`src/rtl/mat_pkg.sv`:
```
// mat_pkg: shared definitions for the packed-matrix result bus.
//   ELEM_W / N : default element width and matrix dimension
//   NN         : elements per matrix (N*N)
//   IDX_W      : width of a flat element index 0..NN-1
//   RC_W       : width of a row or column index 0..N-1
//   mat_t      : packed matrix, element k at [ELEM_W*k +: ELEM_W], row-major
//   beat_t     : one streamed element with its row/col/last tags
//   elem()     : slice element k out of a packed matrix
package mat_pkg;
  localparam int ELEM_W = 16;
  localparam int N      = 3;
  localparam int NN     = N * N;
  localparam int IDX_W  = $clog2(NN);
  localparam int RC_W   = $clog2(N);

  typedef logic [ELEM_W*NN-1:0] mat_t;
  typedef logic [ELEM_W-1:0]    elem_t;

  typedef struct packed {
    elem_t           data;
    logic [RC_W-1:0] row;
    logic [RC_W-1:0] col;
    logic            last;
  } beat_t;

  function automatic elem_t elem(input mat_t mat, input int k);
    return mat[k*ELEM_W +: ELEM_W];
  endfunction
endpackage

```
`src/rtl/mat_stream_tx_if.sv`:
```
// mat_stream_tx_if: input matrix handshake plus output element stream.
//   in_valid/in_ready/in_mat : one packed N*N matrix per handshake
//   out_valid/out_ready      : element stream handshake
//   out_data/out_row/out_col/out_last : current element and its tags
// Modports: master = producer of matrices / consumer of elements,
//           slave  = the transmitter.
interface mat_stream_tx_if #(
  parameter int ELEM_W = mat_pkg::ELEM_W,
  parameter int N      = mat_pkg::N
);
  localparam int RC_W = $clog2(N);

  logic                    in_valid;
  logic                    in_ready;
  logic [ELEM_W*N*N-1:0]   in_mat;
  logic                    out_valid;
  logic                    out_ready;
  logic [ELEM_W-1:0]       out_data;
  logic [RC_W-1:0]         out_row;
  logic [RC_W-1:0]         out_col;
  logic                    out_last;

  modport master (
    output in_valid, in_mat, out_ready,
    input  in_ready, out_valid, out_data, out_row, out_col, out_last
  );

  modport slave (
    input  in_valid, in_mat, out_ready,
    output in_ready, out_valid, out_data, out_row, out_col, out_last
  );
endinterface

```
`src/rtl/mat_elem_mux.sv`:
```
// mat_elem_mux: combinational select of one element from a packed matrix.
//   i_mat  : packed N*N matrix, element k at [ELEM_W*k +: ELEM_W]
//   i_idx  : flat element index 0..N*N-1
//   o_data : selected element (zero for an out-of-range index)
module mat_elem_mux #(
  parameter int ELEM_W = mat_pkg::ELEM_W,
  parameter int N      = mat_pkg::N
) (
  input  logic [ELEM_W*N*N-1:0]     i_mat,
  input  logic [$clog2(N*N)-1:0]    i_idx,
  output logic [ELEM_W-1:0]         o_data
);
  localparam int NUM = N * N;
  localparam int IW  = $clog2(NUM);

  logic [ELEM_W-1:0] w_elems [NUM];

  for (genvar gi = 0; gi < NUM; gi++) begin : g_slice
    assign w_elems[gi] = i_mat[gi*ELEM_W +: ELEM_W];
  end

  // Compare-and-select keeps indices beyond NUM-1 from addressing past the array.
  always_comb begin
    o_data = '0;
    for (int k = 0; k < NUM; k++) begin
      if (i_idx == IW'(k)) o_data = w_elems[k];
    end
  end
endmodule

```
`src/rtl/mat_stream_tx.sv`:
```
// mat_stream_tx: accepts packed N*N matrices and streams their elements
// one per beat, row-major, tagged with row, column and last.
//   clk, rst : rising-edge clock, synchronous active-high reset
//   bus      : mat_stream_tx_if slave (matrix input, element output)
// Two matrix slots: active (being streamed) and pending (next in line),
// so a new matrix can be taken while the current one drains.
module mat_stream_tx #(
  parameter int ELEM_W = mat_pkg::ELEM_W,
  parameter int N      = mat_pkg::N
) (
  input logic            clk,
  input logic            rst,
  mat_stream_tx_if.slave bus
);
  localparam int NUM   = N * N;
  localparam int IW    = $clog2(NUM);
  localparam int CW    = $clog2(N);
  localparam int MAT_W = ELEM_W * NUM;

  logic [MAT_W-1:0] r_act_mat;
  logic [MAT_W-1:0] r_pend_mat;
  logic             r_act_valid;
  logic             r_pend_valid;
  logic [IW-1:0]    r_idx;
  logic [CW-1:0]    r_row;
  logic [CW-1:0]    r_col;

  logic w_accept;
  logic w_fire;
  logic w_is_last;
  logic w_last_fire;

  // Readiness depends only on the pending slot, never on the handshakes.
  assign bus.in_ready = !r_pend_valid;
  assign w_accept     = bus.in_valid && !r_pend_valid;
  assign w_fire       = r_act_valid && bus.out_ready;
  assign w_is_last    = (r_idx == IW'(NUM - 1));
  assign w_last_fire  = w_fire && w_is_last;

  assign bus.out_valid = r_act_valid;
  assign bus.out_last  = r_act_valid && w_is_last;
  assign bus.out_row   = r_row;
  assign bus.out_col   = r_col;

  mat_elem_mux #(
    .ELEM_W (ELEM_W),
    .N      (N)
  ) u_mux (
    .i_mat  (r_act_mat),
    .i_idx  (r_idx),
    .o_data (bus.out_data)
  );

  always_ff @(posedge clk) begin
    if (rst) begin
      r_act_mat    <= '0;
      r_pend_mat   <= '0;
      r_act_valid  <= 1'b0;
      r_pend_valid <= 1'b0;
      r_idx        <= '0;
      r_row        <= '0;
      r_col        <= '0;
    end else begin
      if (w_fire) begin
        if (w_is_last) begin
          r_idx <= '0;
          r_row <= '0;
          r_col <= '0;
          // Pending has priority; an accept cannot coincide with it because
          // in_ready is low whenever pending is full.
          if (r_pend_valid) begin
            r_act_mat    <= r_pend_mat;
            r_pend_valid <= 1'b0;
          end else if (w_accept) begin
            r_act_mat <= bus.in_mat;
          end else begin
            r_act_valid <= 1'b0;
          end
        end else begin
          r_idx <= r_idx + 1'b1;
          if (r_col == CW'(N - 1)) begin
            r_col <= '0;
            r_row <= r_row + 1'b1;
          end else begin
            r_col <= r_col + 1'b1;
          end
        end
      end

      // Accepts not already consumed by the last-beat handoff above.
      if (w_accept && !w_last_fire) begin
        if (!r_act_valid) begin
          r_act_mat   <= bus.in_mat;
          r_act_valid <= 1'b1;
        end else begin
          r_pend_mat   <= bus.in_mat;
          r_pend_valid <= 1'b1;
        end
      end
    end
  end
endmodule

```
`src/flat_wrapper.sv`:
```
// flat-port wrapper written by rule: the top's interface ports become plain ports
module mat_stream_tx_flat 
#(
  parameter int ELEM_W = mat_pkg::ELEM_W,
  parameter int N      = mat_pkg::N
)
  (clk, rst, bus_in_valid, bus_in_mat, bus_out_ready, bus_in_ready, bus_out_valid, bus_out_data, bus_out_row, bus_out_col, bus_out_last);
  mat_stream_tx_if #(.ELEM_W(ELEM_W), .N(N)) bus_i ();
  input logic clk;
  input logic rst;
  input wire logic [$bits(bus_i.in_valid)-1:0] bus_in_valid;
  input wire logic [$bits(bus_i.in_mat)-1:0] bus_in_mat;
  input wire logic [$bits(bus_i.out_ready)-1:0] bus_out_ready;
  output wire logic [$bits(bus_i.in_ready)-1:0] bus_in_ready;
  output wire logic [$bits(bus_i.out_valid)-1:0] bus_out_valid;
  output wire logic [$bits(bus_i.out_data)-1:0] bus_out_data;
  output wire logic [$bits(bus_i.out_row)-1:0] bus_out_row;
  output wire logic [$bits(bus_i.out_col)-1:0] bus_out_col;
  output wire logic [$bits(bus_i.out_last)-1:0] bus_out_last;
  assign bus_i.in_valid = bus_in_valid;
  assign bus_i.in_mat = bus_in_mat;
  assign bus_i.out_ready = bus_out_ready;
  assign bus_in_ready = bus_i.in_ready;
  assign bus_out_valid = bus_i.out_valid;
  assign bus_out_data = bus_i.out_data;
  assign bus_out_row = bus_i.out_row;
  assign bus_out_col = bus_i.out_col;
  assign bus_out_last = bus_i.out_last;
  mat_stream_tx #(.ELEM_W(ELEM_W), .N(N)) u_core (.clk(clk), .rst(rst), .bus(bus_i));
endmodule
```
`config.mk`:
```
export PLATFORM = sky130hd
export DESIGN_NAME = mat_stream_tx_flat
export DESIGN_NICKNAME = d
export VERILOG_FILES = /design/src/rtl/mat_pkg.sv /design/src/rtl/mat_stream_tx_if.sv /design/src/rtl/mat_elem_mux.sv /design/src/rtl/mat_stream_tx.sv /design/src/flat_wrapper.sv
export SDC_FILE = /design/constraint.sdc
export NUM_CORES = 1
export LEC_CHECK = 0
export CORE_MARGIN = 1
export CORE_UTILIZATION = 60
export DETAILED_ROUTE_END_ITERATION = 7
export PLACE_DENSITY_LB_ADDON = 0.3
export SYNTH_ARGS = -nofsm -noshare
export SYNTH_HDL_FRONTEND = slang
export SYNTH_SLANG_ARGS = --single-unit
export TNS_END_PERCENT = 1
```
`constraint.sdc`:
```
create_clock -name clk -period 5 [get_ports clk]
set_input_delay 1.5 -clock clk [delete_from_list [all_inputs] [get_ports clk]]
set_output_delay 1.5 -clock clk [all_outputs]
set_load 0.05 [all_outputs]
```
==> results.cfg, run 1 <==
[cts]
htree_levels = 1
clkTransAtPathRegs_ns = 0.06
cts_hold_buf = 0
cts_tree = yes
numCtsBuffers = 30
clock_latency_ns = 0.56
clockRootBuffer = clkbuf_16
clkSinkCount = 298
clockBufferDepth = 3
post_cts_buffers = 0
post_cts_resized = 0

[pwr]
p_total_uw = 5530
ir_worst_vdd_mv = 0.2554
intPower_uw = 4052
p_leak_uw = 0.005360
power.share.clock_pct = 40.2
p_sw_uw = 1478
power.share.combinational_pct = 13.2
seqPwrFrac_pct = 46.6
powerDensity_nw_per_um2 = 330.7
swShare_pct = 26.73

[synth]
synth_cells = 1890
ys_seq_area_share_pct = 42.88
avgSynthCellArea_um2 = 7.362
synth_cell_types = 42
synth_area_um2 = 13910
synth-seq-cells = 298
synth_nets = 2042
ys_warn_count = 0

[setup_path]
crit_slowest_cell = ha_1
critPathTopFamily = compound AO/OA/AOI/OAI gates
critPathCaptureType = output port
cp_cell_sequence = ha_1, buf_4, a21oi_1, a211oi_1, a31oi_1, o21ai_0, buf_12
worstPathRequired_ns = 3.50
critPathLaunchType = flip-flop
path_max_fanout = 20
cpPeakStageDelay_ns = 0.64
critical_path_class = flip-flop to output port
critical_path_arrival_ns = 3.35
critPathBufInv = 2

[final_layout]
final_nets = 2097
drive_gt1_share_pct = 5.703
layout.cells.most_common = nand2_1
num_antenna_cells = 0
finish.instance_area_um2 = 16720
syn2layout_area_growth_pct = 20.18
final_cell_mix = nand2_1 (569), dfxtp_1 (298), a21oi_1 (228), o21ai_0 (157), clkdlybuf4s50_1 (152)

[drt]
ant_nets = 0
firstDrtPassIters = 7
drt_iter0_markers = 2436
drc = 0
routed_wl_mm = 47.58
viasPerCell = 6.698
vias = 15060
post_drt_wl_per_cell_um = 21.16

[worst_hold_path]
hp-class = flip-flop to flip-flop

[global_route]
globalRouteOverflowTotal = 0
track_usage_pct = 39.11
antenna_found_initial = 0
grt_max_degree = 102
grt_pass1_vias = 13770
grt_pass1_wl_mm = 74.91

[timing]
fin_crit_ns = 4.845
setup_viol = 0
grt_setup_unrepaired = false
fmax_mhz = 206.4
hold_viol_final = 0
worst_pin_slew_ns = 1.198
holdWs_ns = 0.4499
relSlewSlack_pct = 20.12
period_share_pct = 96.90
setup_tns_ns = 0
fin_worst_skew_ns = 0.01158
maxSlewViolCount = 0

[run]
maxCapViolCount = 0

[floorplanning]
pin_count = 171
start_util_pct = 61.27
die_area_um2 = 23800
die_h_um = 154.3
die_x_um = 154.3
core_um2 = 22710
rows = 55

[status]
outcome = finished, final reports clean

[place]
place_area_um2 = 15760
io_buffers = 170
gp_congestion = 0.9277
dp_hpwl_mm = 29.71
state kept, by name, summed over array words and instances, names as in the netlist, named ones only:
register,flops
u_core.bus.out_row,2
u_core.r_idx,4
u_core.bus.out_valid,1
u_core.r_pend_mat,144
u_core.bus.out_col,2
u_core.r_act_mat,144
per-stage QoR:
step | worst slack [ns] | utilization [%] | std cells
after global routing | 0.004196 | 73.63 | 2249
after floorplan | 0.9275 | - | 1890
after CTS | 0.2413 | 73.61 | 2249
after detailed placement | 0.8440 | 69.38 | 2198
final | 0.1548 | 73.63 | 2249
after global placement | 0.8920 | 69.38 | 2198
cell families (layout without fill, tap and decap cells):
| family | count (synthesis) | count (layout) | synth area share, % |
|---|---|---|---|
| muxes | 1 | 1 | 0.07195 |
| adders and majority gates | 4 | 4 | 0.3597 |
| DFF | 298 | 298 | 42.88 |
| AOI/OAI and AO/OA | 690 | 690 | 30.94 |
| buffers and inverters | 220 | 294 | 6.547 |
| xor gates and xnor gates | 2 | 2 | 0.1259 |
| and+or+nand+nor | 675 | 675 | 19.07 |
layer usage:
layer,global-route usage [%],share of wire (%),up-vias
met5,0,0,-
met1,54.73,40,7144
met4,12.73,3.5,0
met3,5.071,11,135
li1,-,-,6789
met2,62.60,46,995
cell usage after synthesis:
cell | count | share of area (%)
buf_2 | 50 | 1.8
a21oi_2 | 1 | 0.063
a21oi_1 | 228 | 8.2
a311oi_1 | 57 | 3.6
nor3b_1 | 1 | 0.054
dfxtp_1 | 298 | 43
nor2_1 | 63 | 1.7
o21ai_0 | 157 | 5.6
a32oi_1 | 44 | 2.8
nor2b_1 | 3 | 0.13
buf_1 | 7 | 0.19
clkbuf_1 | 120 | 3.2
a31oi_1 | 59 | 2.7
inv_2 | 1 | 0.027
nand2_2 | 1 | 0.045
o21ai_1 | 35 | 1.3
and3b_1 | 1 | 0.063
a211oi_1 | 16 | 0.86
buf_4 | 4 | 0.22
o221ai_1 | 43 | 2.7
and2_1 | 1 | 0.045
xor2_1 | 2 | 0.13
nand2_1 | 569 | 15
ha_1 | 4 | 0.36
nor3_2 | 1 | 0.072
nor4_1 | 1 | 0.045
nor3b_2 | 1 | 0.090
a222oi_1 | 16 | 1.2
a21oi_4 | 1 | 0.12
o21bai_1 | 17 | 0.92
nand4b_1 | 2 | 0.13
inv_1 | 37 | 1.0
nand3_1 | 3 | 0.11
nor3_1 | 4 | 0.14
nand2b_1 | 18 | 0.81
or2_2 | 1 | 0.045
nand4_1 | 1 | 0.045
nand3b_1 | 2 | 0.11
mux2i_1 | 1 | 0.072
buf_6 | 1 | 0.081
a221oi_1 | 16 | 1.0
and3_1 | 2 | 0.090
final timing paths:
path / startpoint / to / slack, ns / cells after the start
worst min register to register: u_core.r_pend_mat[42]$_SDFFE_PP0P_ / u_core.r_pend_mat[42]$_SDFFE_PP0P_ / 0.45 / 2
worst min-delay path: u_core.r_pend_mat[42]$_SDFFE_PP0P_ / u_core.r_pend_mat[42]$_SDFFE_PP0P_ / 0.45 / 2
worst max-delay path: u_core.r_idx[0]$_SDFFE_PP0P_ / bus_out_data[2] / 0.15 / 7
worst max register to register: u_core.r_idx[0]$_SDFFE_PP0P_ / u_core.r_act_mat[34]$_SDFF_PP0_ / 1.47 / 9
final cells by class:
type	instances	area, um2
tap	285	356.6
clock buffer	41	853.3
inverter	38	142.6
sequential	298	5966
multi-input combinational	1372	7098
clock inverter	10	106.4
timing repair buffer	205	2198
fill	1711	5988
power groups by stage:
stage / sequential [uW] / clock (uW) / combinational, uW
global placement: 2620 / 0 / 694
floorplan: 2580 / 0 / 405
global route: 2580 / 2330 / 782
CTS: 2570 / 2220 / 717
detailed placement: 2620 / 0 / 710
finish: 2580 / 2220 / 730
worst register-to-register path, cell delays in order (launching register included):
cell,delay (ns)
dfxtp_1,0.37
inv_1,0.11
ha_1,0.17
buf_4,0.34
nand3b_1,0.55
buf_4,0.39
nor2_4,0.59
buf_12,0.31
o21ai_0,0.18
a311oi_1,0.42
Note: power is estimated with default switching activity, not from simulation.
==> run 2: changes to the inputs <==
--- a/config.mk
+++ b/config.mk
@@ -6,7 +6,8 @@
 export NUM_CORES = 1
 export LEC_CHECK = 0
 export CORE_MARGIN = 1
-export CORE_UTILIZATION = 60
+export CORE_UTILIZATION = 62
+export CTS_BUF_LIST = sky130_fd_sc_hd__clkbuf_8
 export DETAILED_ROUTE_END_ITERATION = 7
 export PLACE_DENSITY_LB_ADDON = 0.3
 export SYNTH_ARGS = -nofsm -noshare
==> constraint.sdc (replaced) <==
create_clock -name clk -period 5 [get_ports clk]
set_input_delay 1.5 -clock clk [delete_from_list [all_inputs] [get_ports clk]]
set_output_delay 1.5 -clock clk [all_outputs]
set_load 0.01 [all_outputs]
==> run 2 against run 1 <==
Net effect:
- via count grew 1.4%
- register-to-register slack better by 0.61 ns
- utilization grew 2.4 points
- die area shrank 3.2%
- fmax grew 0.72%
- final cell count increased by 1.5%
- non-clock buffer count down 1
- cell area shrank 0.50%
- clock power hardly changed
- setup slack improved by 0.035 ns
- clock-buffer cell count grew 26
- combinational power is 6.0% lower
- critical path type unchanged
- largest cell class unchanged
==> results.cfg, run 2 (same netlist as run 1, synthesis figures left out) <==
[timing]
fmax_mhz = 207.9
hold_viol_final = 0
fin_worst_skew_ns = 0.03750
worst_pin_slew_ns = 0.9384
setup_tns_ns = 0
maxSlewViolCount = 0
fin_crit_ns = 4.810
worst_slack_ns = 0.1896
relSlewSlack_pct = 37.44
setup_viol = 0
grt_setup_unrepaired = false
holdWs_ns = 0.4510
period_share_pct = 96.21

[setup_path]
r2r_slack_ns = 2.08
critPathCaptureType = output port
path_max_fanout = 19
r2r-end = u_core.r_act_mat[11]$_SDFF_PP0_
timing.rr.start = u_core.r_idx[0]$_SDFFE_PP0P_
crit_slowest_cell = ha_1
reg2reg_depth = 8
critPathLaunchType = flip-flop
cpPeakStageDelay_ns = 0.64
worstPathRequired_ns = 3.50
critical_path_arrival_ns = 3.31
cp-endpoint = bus_out_data[11]
crit_path_start = u_core.r_idx[0]$_SDFFE_PP0P_
cp_cell_sequence = ha_1, buf_4, a21oi_1, a211oi_1, a31oi_1, o21ai_1, clkdlybuf4s50_1
critical_path_class = flip-flop to output port

[drt]
drc = 0
post_drt_wl_per_cell_um = 21.42
vias = 15270
drt_iter0_markers = 2064
firstDrtPassIters = 6
routed_wl_mm = 48.89
ant_nets = 0
viasPerCell = 6.692

[floorplanning]
die_h_um = 151.8
core_um2 = 21890
rows = 54
die_area_um2 = 23040
die_x_um = 151.8
pin_count = 171
start_util_pct = 63.56

[pwr]
p_leak_uw = 0.005406
ir_worst_vdd_mv = 0.2558
p_total_uw = 5468
powerDensity_nw_per_um2 = 328.7

[global_route]
track_usage_pct = 40.95
grt_pass1_wl_mm = 77.05
antenna_found_initial = 0
grt_pass1_vias = 14130
globalRouteOverflowTotal = 0
grt_max_degree = 150

[cts]
htree_levels = 2
clkSinkCount = 298
clkTransAtPathRegs_ns = 0.07
clockBufferDepth = 3
clock_latency_ns = 0.59
clockRootBuffer = clkbuf_8
numCtsBuffers = 49
cts_hold_buf = 0
cts_tree = yes
post_cts_resized = 0
post_cts_buffers = 0

[final_layout]
num_antenna_cells = 0
drive_gt1_share_pct = 6.094
top_regs = u_core.r_act_mat: 144 flops, u_core.r_pend_mat: 144 flops, u_core.r_idx: 4 flops
syn2layout_area_growth_pct = 19.58
layout.cells.most_common = nand2_1
final_nets = 2115
fill_cells = 1610
final_cell_mix = nand2_1 (569), dfxtp_1 (298), a21oi_1 (228), clkdlybuf4s50_1 (169), o21ai_0 (157)

[worst_hold_path]
hp-class = flip-flop to flip-flop
min_from = u_core.r_pend_mat[35]$_SDFFE_PP0P_

[run]
maxCapViolCount = 0

[place]
dp_hpwl_mm = 30.89
io_buffers = 170
dpl_worst_slack_ns = 0.8458
gp_congestion = 0.9553

[status]
outcome = finished, final reports clean
[run 2: final cells by class]
| type | count | area (um2) | share of cell area (%) |
|---|---|---|---|
| Multi-Input combinational cell | 1372 | 7093 | 42.63 |
| Tap cell | 280 | 350.3 | 2.106 |
| Clock buffer | 67 | 922.1 | 5.543 |
| Inverter | 38 | 142.6 | 0.8573 |
| Clock inverter | 23 | 105.1 | 0.6317 |
| Sequential cell | 298 | 5966 | 35.86 |
| Timing Repair Buffer | 204 | 2058 | 12.37 |
[run 2: worst max-delay path: cells and delay by family (launching register included)]
| kind | cells | cell delay (ns) |
|---|---|---|
| buf+inv | 2 | 0.92 |
| compound gates | 4 | 0.73 |
| fa+ha+maj | 1 | 0.64 |
| flops | 1 | 0.42 |
[run 2: how the worst min path moves through the flow]
| stage | end | slack [ns] | depth (start not counted) |
|---|---|---|---|
| 2_1_floorplan | u_core.r_pend_mat[0]$_SDFFE_PP0P_ | 0.43 | 2 |
| 4_1_cts | u_core.r_pend_mat[21]$_SDFFE_PP0P_ | 0.45 | 2 |
| 5_1_grt | u_core.r_pend_mat[44]$_SDFFE_PP0P_ | 0.47 | 2 |
| 3_3_place_gp | u_core.r_pend_mat[69]$_SDFFE_PP0P_ | 0.44 | 2 |
| 3_5_place_dp | u_core.r_pend_mat[95]$_SDFFE_PP0P_ | 0.44 | 2 |
| 6_report | u_core.r_pend_mat[35]$_SDFFE_PP0P_ | 0.45 | 2 |
[run 2: through the flow]
stage / util [%] / instance area, um2 / std cells
after floorplan: - / 13910 / 1890
after global placement: 71.31 / 15610 / 2192
final: 76.00 / 16640 / 2282
after CTS: 76.00 / 16640 / 2282
after detailed placement: 71.31 / 15610 / 2192
after global routing: 76.00 / 16640 / 2282
[run 2: routing by layer]
metal	share of wire (%)	routed length, um	global-route usage [%]	up-vias
met5	0	0	0	-
met4	3.9	1897	16.57	0
met3	12	5845	6.931	157
met2	45	22000	63.18	1066
met1	39	19150	56.90	7205
li1	-	-	-	6843
[run 2: power breakdown]
group / internal [uW] / switching, uW / total, uW
combinational: 268 / 417 / 686
sequential: 2480 / 95.0 / 2580
clock: 1190 / 1010 / 2200
total: 3950 / 1520 / 5470
==> variant: new RTL, config.mk and constraints of run 2 <==
Reset style: asynchronous (`rst`), changed in one clocked block. Comments in the files are not updated.
--- a/src/rtl/mat_stream_tx.sv
+++ b/src/rtl/mat_stream_tx.sv
@@ -53,3 +53,3 @@
 
-  always_ff @(posedge clk) begin
+  always_ff @(posedge clk or posedge rst) begin
     if (rst) begin
Behaviour: differs if rst is asserted again (counterexample within 4 cycles, from zero or initial values and one cycle with rst high); with rst held inactive, the same outputs for 4 cycles.
==> variant against run 2 <==
The run now ends with design-rule violations left; cell area rose by 3.9%; cell count fell by 25%; area after synthesis rose by 4.5%; sequential cell count did not move; routed wire length fell by 13%; worst setup slack improved by 0.0053 ns; critical path type unchanged.
Power is not compared: it rests on default switching activity, and its combinational part moved more than twofold at a synthesized area within 25%.
==> variant: results (changes against run 2) <==
<table>
<tr><th>Metric</th><th>Value</th></tr>
<tr><th colspan="2">Layout</th></tr>
<tr><td>Count of multi-input gates</td><td>821 (-40%)</td></tr>
<tr><td>Layout net count</td><td>1528 (-28%)</td></tr>
<tr><td>Fraction of area in registers</td><td>43.15% (+7.3 points)</td></tr>
<tr><td>Layout inverter count without the clock tree</td><td>8 (-79%)</td></tr>
<tr><td>Multi-input combinational area share</td><td>37.32% (-5.3 points)</td></tr>
<tr><td>Clock buffer instance count of the final layout</td><td>60 (-10%)</td></tr>
<tr><th colspan="2">Outcome</th></tr>
<tr><td>Status</td><td>finished, violations left</td></tr>
<tr><td>Violated checks</td><td>design-rule violations</td></tr>
<tr><th colspan="2">STA</th></tr>
<tr><td>Transition at the pin with the smallest max-transition slack</td><td>1.124 ns (+0.1860 ns)</td></tr>
<tr><th colspan="2">Logic synthesis</th></tr>
<tr><td>Net count of the mapped netlist</td><td>1409 (-31%)</td></tr>
<tr><td>Proportion of register bits with asynchronous set or reset after synthesis</td><td>100.0% (+100 points)</td></tr>
<tr><td>Post-synthesis cell type count</td><td>38 (-9.5%)</td></tr>
<tr><td>Most numerous cell types in the synthesized netlist</td><td>298 x sky130_fd_sc_hd__dfrtp_1, 144 x sky130_fd_sc_hd__a221o_1, 113 x sky130_fd_sc_hd__nor2_1, 108 x sky130_fd_sc_hd__a22oi_1, 96 x sky130_fd_sc_hd__mux2_2</td></tr>
<tr><td>Part of the Yosys area used for sequential elements</td><td>51.30% (+8.4 points)</td></tr>
<tr><th colspan="2">Global route</th></tr>
<tr><td>Wire length of the first global-routing pass</td><td>66.92 mm (-13%)</td></tr>
<tr><td>Total track usage</td><td>35.94% (-5.0 points)</td></tr>
<tr><th colspan="2">Clocking</th></tr>
<tr><td>Total clock buffers created by CTS</td><td>48 (-2.0%)</td></tr>
<tr><th colspan="2">Routing</th></tr>
<tr><td>Post-Route WL</td><td>42.68 mm (-13%)</td></tr>
<tr><td>Detailed-routing iteration count for the pre-antenna-repair pass</td><td>8 (+2)</td></tr>
<tr><td>Number of design-rule violations left by the first detailed-router iteration</td><td>1372 (-34%)</td></tr>
<tr><td>Total via count after detailed routing</td><td>12000 (-21%)</td></tr>
<tr><td>DRC violation count after routing</td><td>1 (+1)</td></tr>
<tr><th colspan="2">Placement</th></tr>
<tr><td># placed instances</td><td>1638 (-25%)</td></tr>
<tr><th colspan="2">Setup path</th></tr>
<tr><td>Critical path endpoint</td><td>bus_out_data[1]</td></tr>
<tr><td>Flop2flop setup slack</td><td>1.55 ns (-0.53 ns)</td></tr>
<tr><td>Crit-path max FO</td><td>18 (-1)</td></tr>
<tr><th colspan="2">Worst hold path</th></tr>
<tr><td>Startpoint of the most critical hold path</td><td>u_core.r_pend_mat[59]</td></tr>
<tr><td>Cells on Worst Hold Path</td><td>1 (-1)</td></tr>
</table>
[variant: cell types whose count changed after synthesis, moves of 108 or more]
cell / change
sky130_fd_sc_hd__nand2_1: -525
sky130_fd_sc_hd__a221o_1: +144
sky130_fd_sc_hd__a22oi_1: +108
sky130_fd_sc_hd__dfxtp_1: -298
sky130_fd_sc_hd__a21oi_1: -159
sky130_fd_sc_hd__o21ai_0: -111
sky130_fd_sc_hd__dfrtp_1: +298
[variant: per-layer routing]
metal / up-vias / GRT usage [%] / wire length [um]
met5: - / 0 / 0
met4: 0 / 13.30 / 1370
met3: 86 / 7.298 / 4257
met2: 736 / 52.79 / 19030
met1: 6059 / 53.02 / 18020
li1: 5114 / - / -
[variant: kinds of logic after synthesis]
kind of cell	Yosys count	synth area share, %
simple gates	210	6.146
buf+inv	138	4.639
compound gates	461	25.00
flops	298	51.30
fa+ha+maj	4	0.3443
mux	146	12.57
[variant: repair_timing]
action | in CTS | in global routing
resized for setup | 0 | 5
endpoints found under the setup margin | 0 | 16
buffers inserted | 0 | 0
